**src/rtl/alu_seq.sv**
```systemverilog
// Registered ALU with valid/ready on both sides, status flags, barrel shifts,
// signed/unsigned compare and an iterative shift-add unsigned multiplier.
module alu_seq #(
  parameter int WIDTH  = 32,
  parameter bit MUL_EN = 1'b1
) (
  input  logic             clk,
  input  logic             reset,
  input  logic             in_valid,
  output logic             in_ready,
  input  logic [3:0]       op,
  input  logic [WIDTH-1:0] a,
  input  logic [WIDTH-1:0] b,
  output logic             out_valid,
  input  logic             out_ready,
  output logic [WIDTH-1:0] y,
  output logic [WIDTH-1:0] hi,
  output logic             zero,
  output logic             carry,
  output logic             ovf,
  output logic             illegal,
  output logic [1:0]       dbg_state_o
);

  localparam int SHW = $clog2(WIDTH);

  typedef enum logic [1:0] {
    S_IDLE = 2'd0,
    S_MUL  = 2'd1,
    S_HOLD = 2'd2
  } state_t;

  // Handshake: a transfer happens on a rising edge where valid && ready on
  // that side; inputs are sampled only then, outputs hold until theirs.
  state_t                 state_q, state_d;
  logic                   out_valid_q, out_valid_d;
  logic [WIDTH-1:0]       y_q, y_d, hi_q, hi_d;
  logic                   zero_q, zero_d, carry_q, carry_d;
  logic                   ovf_q, ovf_d, ill_q, ill_d;
  logic [2*WIDTH-1:0]     acc_q, acc_d;
  logic [WIDTH-1:0]       mcand_q, mcand_d;
  logic [SHW-1:0]         cnt_q, cnt_d;

  logic                   accept, is_mul;
  logic [SHW-1:0]         sh;
  logic [WIDTH:0]         add_w, sub_w, mul_sum;
  logic [2*WIDTH-1:0]     mul_step;
  logic [WIDTH-1:0]       res_y;
  logic                   res_c, res_v, res_ill;

  assign in_ready = (state_q == S_IDLE) && (!out_valid_q || out_ready);
  assign accept   = in_valid && in_ready;
  assign is_mul   = (op == 4'd11) && MUL_EN;
  assign sh       = b[SHW-1:0];
  assign add_w    = {1'b0, a} + {1'b0, b};
  assign sub_w    = {1'b0, a} - {1'b0, b};

  // One shift-add step: add multiplicand to the upper half when the current
  // multiplier bit (acc_q[0]) is set, then shift right keeping the carry.
  assign mul_sum  = {1'b0, acc_q[2*WIDTH-1:WIDTH]} + (acc_q[0] ? {1'b0, mcand_q} : '0);
  assign mul_step = {mul_sum, acc_q[WIDTH-1:1]};

  always_comb begin
    res_y   = '0;
    res_c   = 1'b0;
    res_v   = 1'b0;
    res_ill = 1'b0;
    case (op)
      4'd0: begin
        res_y = add_w[WIDTH-1:0];
        res_c = add_w[WIDTH];
        res_v = (a[WIDTH-1] == b[WIDTH-1]) && (add_w[WIDTH-1] != a[WIDTH-1]);
      end
      4'd1: begin
        res_y = sub_w[WIDTH-1:0];
        res_c = sub_w[WIDTH];
        res_v = (a[WIDTH-1] != b[WIDTH-1]) && (sub_w[WIDTH-1] != a[WIDTH-1]);
      end
      4'd2:  res_y = a & b;
      4'd3:  res_y = a | b;
      4'd4:  res_y = a ^ b;
      4'd5:  res_y = ~(a | b);
      4'd6:  res_y = {{(WIDTH-1){1'b0}}, ($signed(a) < $signed(b))};
      4'd7:  res_y = {{(WIDTH-1){1'b0}}, (a < b)};
      4'd8:  res_y = a << sh;
      4'd9:  res_y = a >> sh;
      4'd10: res_y = $signed(a) >>> sh;
      4'd11: res_ill = !MUL_EN;
      default: res_ill = 1'b1;
    endcase
  end

  always_comb begin
    state_d     = state_q;
    out_valid_d = out_valid_q;
    y_d         = y_q;
    hi_d        = hi_q;
    zero_d      = zero_q;
    carry_d     = carry_q;
    ovf_d       = ovf_q;
    ill_d       = ill_q;
    acc_d       = acc_q;
    mcand_d     = mcand_q;
    cnt_d       = cnt_q;
    case (state_q)
      S_IDLE: begin
        if (out_valid_q && out_ready) out_valid_d = 1'b0;
        if (accept && is_mul) begin
          state_d     = S_MUL;
          acc_d       = {{WIDTH{1'b0}}, b};
          mcand_d     = a;
          cnt_d       = '0;
          out_valid_d = 1'b0;
        end else if (accept) begin
          y_d         = res_y;
          hi_d        = '0;
          zero_d      = (res_y == '0);
          carry_d     = res_c;
          ovf_d       = res_v;
          ill_d       = res_ill;
          out_valid_d = 1'b1;
        end
      end
      S_MUL: begin
        acc_d = mul_step;
        cnt_d = cnt_q + SHW'(1);
        if (cnt_q == SHW'(WIDTH - 1)) begin
          y_d         = mul_step[WIDTH-1:0];
          hi_d        = mul_step[2*WIDTH-1:WIDTH];
          zero_d      = (mul_step == '0);
          carry_d     = 1'b0;
          ovf_d       = 1'b0;
          ill_d       = 1'b0;
          out_valid_d = 1'b1;
          cnt_d       = '0;
          state_d     = S_HOLD;
        end
      end
      S_HOLD: begin
        if (out_ready) begin
          out_valid_d = 1'b0;
          state_d     = S_IDLE;
        end
      end
      default: state_d = S_IDLE;
    endcase
  end

  always_ff @(posedge clk or negedge reset) begin
    if (!reset) begin
      state_q     <= S_IDLE;
      out_valid_q <= 1'b0;
      y_q         <= '0;
      hi_q        <= '0;
      zero_q      <= 1'b1;
      carry_q     <= 1'b0;
      ovf_q       <= 1'b0;
      ill_q       <= 1'b0;
      acc_q       <= '0;
      mcand_q     <= '0;
      cnt_q       <= '0;
    end else begin
      state_q     <= state_d;
      out_valid_q <= out_valid_d;
      y_q         <= y_d;
      hi_q        <= hi_d;
      zero_q      <= zero_d;
      carry_q     <= carry_d;
      ovf_q       <= ovf_d;
      ill_q       <= ill_d;
      acc_q       <= acc_d;
      mcand_q     <= mcand_d;
      cnt_q       <= cnt_d;
    end
  end

  assign out_valid   = out_valid_q;
  assign y           = y_q;
  assign hi          = hi_q;
  assign zero        = zero_q;
  assign carry       = carry_q;
  assign ovf         = ovf_q;
  assign illegal     = ill_q;
  assign dbg_state_o = state_q;

endmodule

```
**config.mk**
```make
export PLATFORM = sky130hd
export DESIGN_NAME = alu_seq
export DESIGN_NICKNAME = d
export VERILOG_FILES = /design/src/rtl/alu_seq.sv
export SDC_FILE = /design/constraint.sdc
export NUM_CORES = 1
export LEC_CHECK = 0
export ABC_AREA = 0
export ABC_CLOCK_PERIOD_IN_PS = 4700
export CAP_MARGIN = 25
export CORE_ASPECT_RATIO = 0.9
export CORE_MARGIN = 8
export CORE_UTILIZATION = 45
export DETAILED_ROUTE_END_ITERATION = 16
export PLACE_DENSITY = 0.64
export SYNTH_ARGS = -nofsm -noshare
export SYNTH_HDL_FRONTEND = slang
export SYNTH_SLANG_ARGS = --single-unit
```
**constraint.sdc**
```tcl
create_clock -name clk -period 4.7 [get_ports clk]
set_input_delay 0.47 -clock clk [delete_from_list [all_inputs] [get_ports clk]]
set_output_delay 0.47 -clock clk [all_outputs]
set_load 0.1 [all_outputs]
```
==> flow_summary.yaml <==
sta:
  setup_ws_ns: 0.0165
  period_needed_ns: 4.68
  worst_pin_slew_ns: 1.05
  hold_viol: 0
  maxSlewViolCount: 0
  rsz0062_at_grt: "false"
  skew_ns: 0.0168
  slew_headroom: 0.298
  tns_ns: 0
  clock.fmax_mhz: 214
  min_period_over_period: 0.996
  finalSetupViolations: 0
clocking:
  cts.sinks: 172
  clock_path_buffers: 2
  cts_buffers: 17
  cts_setup_buffers: 0
  cts-root-buf: "clkbuf_16"
  cts_max_level: 4
  clk_pin_slew_ns: 0.07
  clock_latency_ns: 0.45
  cts_tree: "yes"
global_routing:
  use_met3: 0.0872
  grt_use_met1: 0.496
  grt.total_usage: 0.387
  grt_overflow_total: 0
  antenna_found_initial: 3
  gr-usage-met2: 0.611
  top_usage_layer: "met2"
  grt_max_degree: 87
  grt_pass1_vias: 22700
  grt_pass1_wl_um: 150000
synthesis:
  ys_types: 94
  ys_seq_elements: 172
  synth_seq_area_share: 0.217
  synth_edf_count: 0
  netlist_area_um2: 19800
  synth.area.top_cells: "dfrtp_1, ha_1, nand2_1"
  synth_common_cells: "nand2_1, o21ai_0, nor2_1, dfrtp_1, a21oi_1"
  yosys.area.top_type_share: 0.216
  ys_warn_count: 0
  syn-num-nets: 2726
  syn_inst: 2508
  syn_avg_cell_area_um2: 7.90
  synth_ff_type: "dfrtp_1"
  synth_area_leader_cell: "dfrtp_1"
  yosysMostFrequentCell: "nand2_1"
  async_flop_share: 1.00
finish:
  area_delta_synth_final_pct: 26.0
  drive_gt1_frac: 0.201
  final_area_um2: 25000
  fin_nets: 3104
floorplanning:
  die_w_um: 237
  start_util: 0.452
  die_area_um2: 51000
  ios: 144
  coreArea_um2: 43800
  row_count: 73
  die_h_um: 215
worst_setup_path:
  start_kind: "primary input"
  r2r-start: "acc_q[0]$_DFFE_PN0P_"
  rrSetupSlack_ns: 0.32
  cp_max_fo: 6
  endpoint_kind: "flip-flop"
  r2r-end: "zero$_DFFE_PN1P_"
  worstSetupStartpoint: "a[5]"
  critPathKind: "in2reg"
  reg2regPathDepth: 14
  critPathArrivalTime_ns: 5.06
  required_ns: 5.08
pwr:
  p_leak_uw: 0.0112
  clockPowerShare: 0.140
  pwr-share-comb: 0.607
  intPower_uw: 4810
  switchingPower_uw: 5150
  p_total_uw: 9960
  sequentialPowerShare: 0.253
  switching_share: 0.517
  vdd_ir_drop_max_v: 0.000349
  pwr_density_cell_nw_per_um2: 399
place:
  portBuffers: 143
  post_dp_cell_area_um2: 24300
  dp_hpwl_um: 82600
  dp_worst_setup_slack_ns: -0.167
  place.gp.congestion: 1.07
route:
  route.detailed.drc: 0
  drt_iter0_markers: 3254
  wirelength_um: 102000
  vias: 23300
  vias_per_cell: 6.73
  dr.pass1.iters: 12
  antenna_left: 0
  routedWlPerCell_um: 29.4
min_path:
  hold_class: "in2async"
flow_run:
  cap_violations: 0
run_status:
  status: "finished clean"
==> cells in the final DEF, fill, tap and decap left out, types with 14 or more instances in the layout <==
cell type and instances:
dfrtp_1 171, o211ai_1 45, nor3_1 48, nand2_1 278
inv_1 117, a211o_1 17, mux4_2 41, ha_1 142
a211oi_1 54, o31ai_1 32, mux2_2 38, o22ai_1 25
clkdlybuf4s50_1 137, buf_4 405, nand2b_1 26, nor2_1 187
clkbuf_16 17, nand3_1 49, a21o_1 34, o21ai_0 202
a22o_1 53, mux2i_1 100, a31oi_1 21, a21oi_1 169
and2_1 43, nor4_1 32, o21bai_1 14, xnor2_1 26
nand4_1 24, xor2_1 14, a221oi_1 26, o221ai_1 15
nor2b_1 32
==> routing by layer <==
layer	up-vias	part of all wire	wire length, um
met5	-	0	0
met4	0	0.057	5810
met3	330	0.11	11300
met2	1568	0.45	45400
met1	11300	0.39	39300
li1	10100	-	-
==> registers in the layout, indices dropped and copies added, names as in the netlist <==
register and count:
cnt_q 5, dbg_state_o 2, carry 1, illegal 1, zero 1, y 32, hi 32, mcand_q 32
acc_q 64, ovf 1, out_valid 1
==> worst max-delay path by stage <==
| stage | endpoint | slack, ns | cells past startpoint |
|---|---|---|---|
| 2_1_floorplan | zero$_DFFE_PN1P_ | 0.05 | 18 |
| 3_3_place_gp | zero$_DFFE_PN1P_ | -0.29 | 15 |
| 3_5_place_dp | zero$_DFFE_PN1P_ | -0.17 | 16 |
| 4_1_cts | zero$_DFFE_PN1P_ | 0.19 | 14 |
| 5_1_grt | zero$_DFFE_PN1P_ | 0.002 | 17 |
| 6_report | zero$_DFFE_PN1P_ | 0.02 | 15 |
==> power by group through the flow <==
stage | logic, uW | clock network (uW) | registers [uW]
after floorplan | 2630 | 0 | 3600
after global placement | 5780 | 0 | 2500
after detailed placement | 5880 | 0 | 2520
after CTS | 5920 | 1400 | 2510
after global routing | 6380 | 1460 | 2580
final | 6050 | 1390 | 2520
==> worst max-delay path, stage by stage <==
cell and delay, ns:
clkdlybuf4s50_1 0.60, inv_1 0.11, ha_1 0.36, buf_4 0.18, nor2_1 0.30, nand3_1 0.12, o21ai_0 0.33, buf_4 0.21
o21ai_0 0.18, o21a_1 0.26, o21ai_0 0.55, o2111ai_1 0.33, or4_1 0.57, nor4_1 0.27, a31o_1 0.20
==> per-stage QoR <==
step | hold WS [ns] | util | instances
6_report | 0.0744 | 0.569 | 3463
4_1_cts | 0.112 | 0.568 | 3461
2_1_floorplan | 0.174 | - | 2508
3_5_place_dp | 0.462 | 0.555 | 3429
5_1_grt | 0.142 | 0.569 | 3461
3_3_place_gp | 0.454 | 0.555 | 3429
==> what timing repair did <==
| item | in CTS | in global routing |
|---|---|---|
| hold buffers | 0 | 0 |
| resized for setup | 0 | 6 |
| endpoints found under the setup margin | 0 | 2 |
==> cell families after synthesis <==
family | Yosys count | synth area share
AOI/OAI and AO/OA | 849 | 0.291
and+or+nand+nor | 794 | 0.191
DFF | 172 | 0.217
muxes | 187 | 0.124
xor gates and xnor gates | 40 | 0.0177
buffers and inverters | 320 | 0.0665
adders and majority gates | 146 | 0.0934
==> layout make-up <==
type / count / area, um^2
clock inverters: 12 / 123
flip-flops and latches: 172 / 4310
multi-input cells: 2016 / 14300
clock buffers: 20 / 457
well taps: 562 / 703
fillers: 3995 / 18900
inverters: 122 / 458
repair buffers: 557 / 4640
diodes: 2 / 5.00
(Power assumes the default switching activity.)
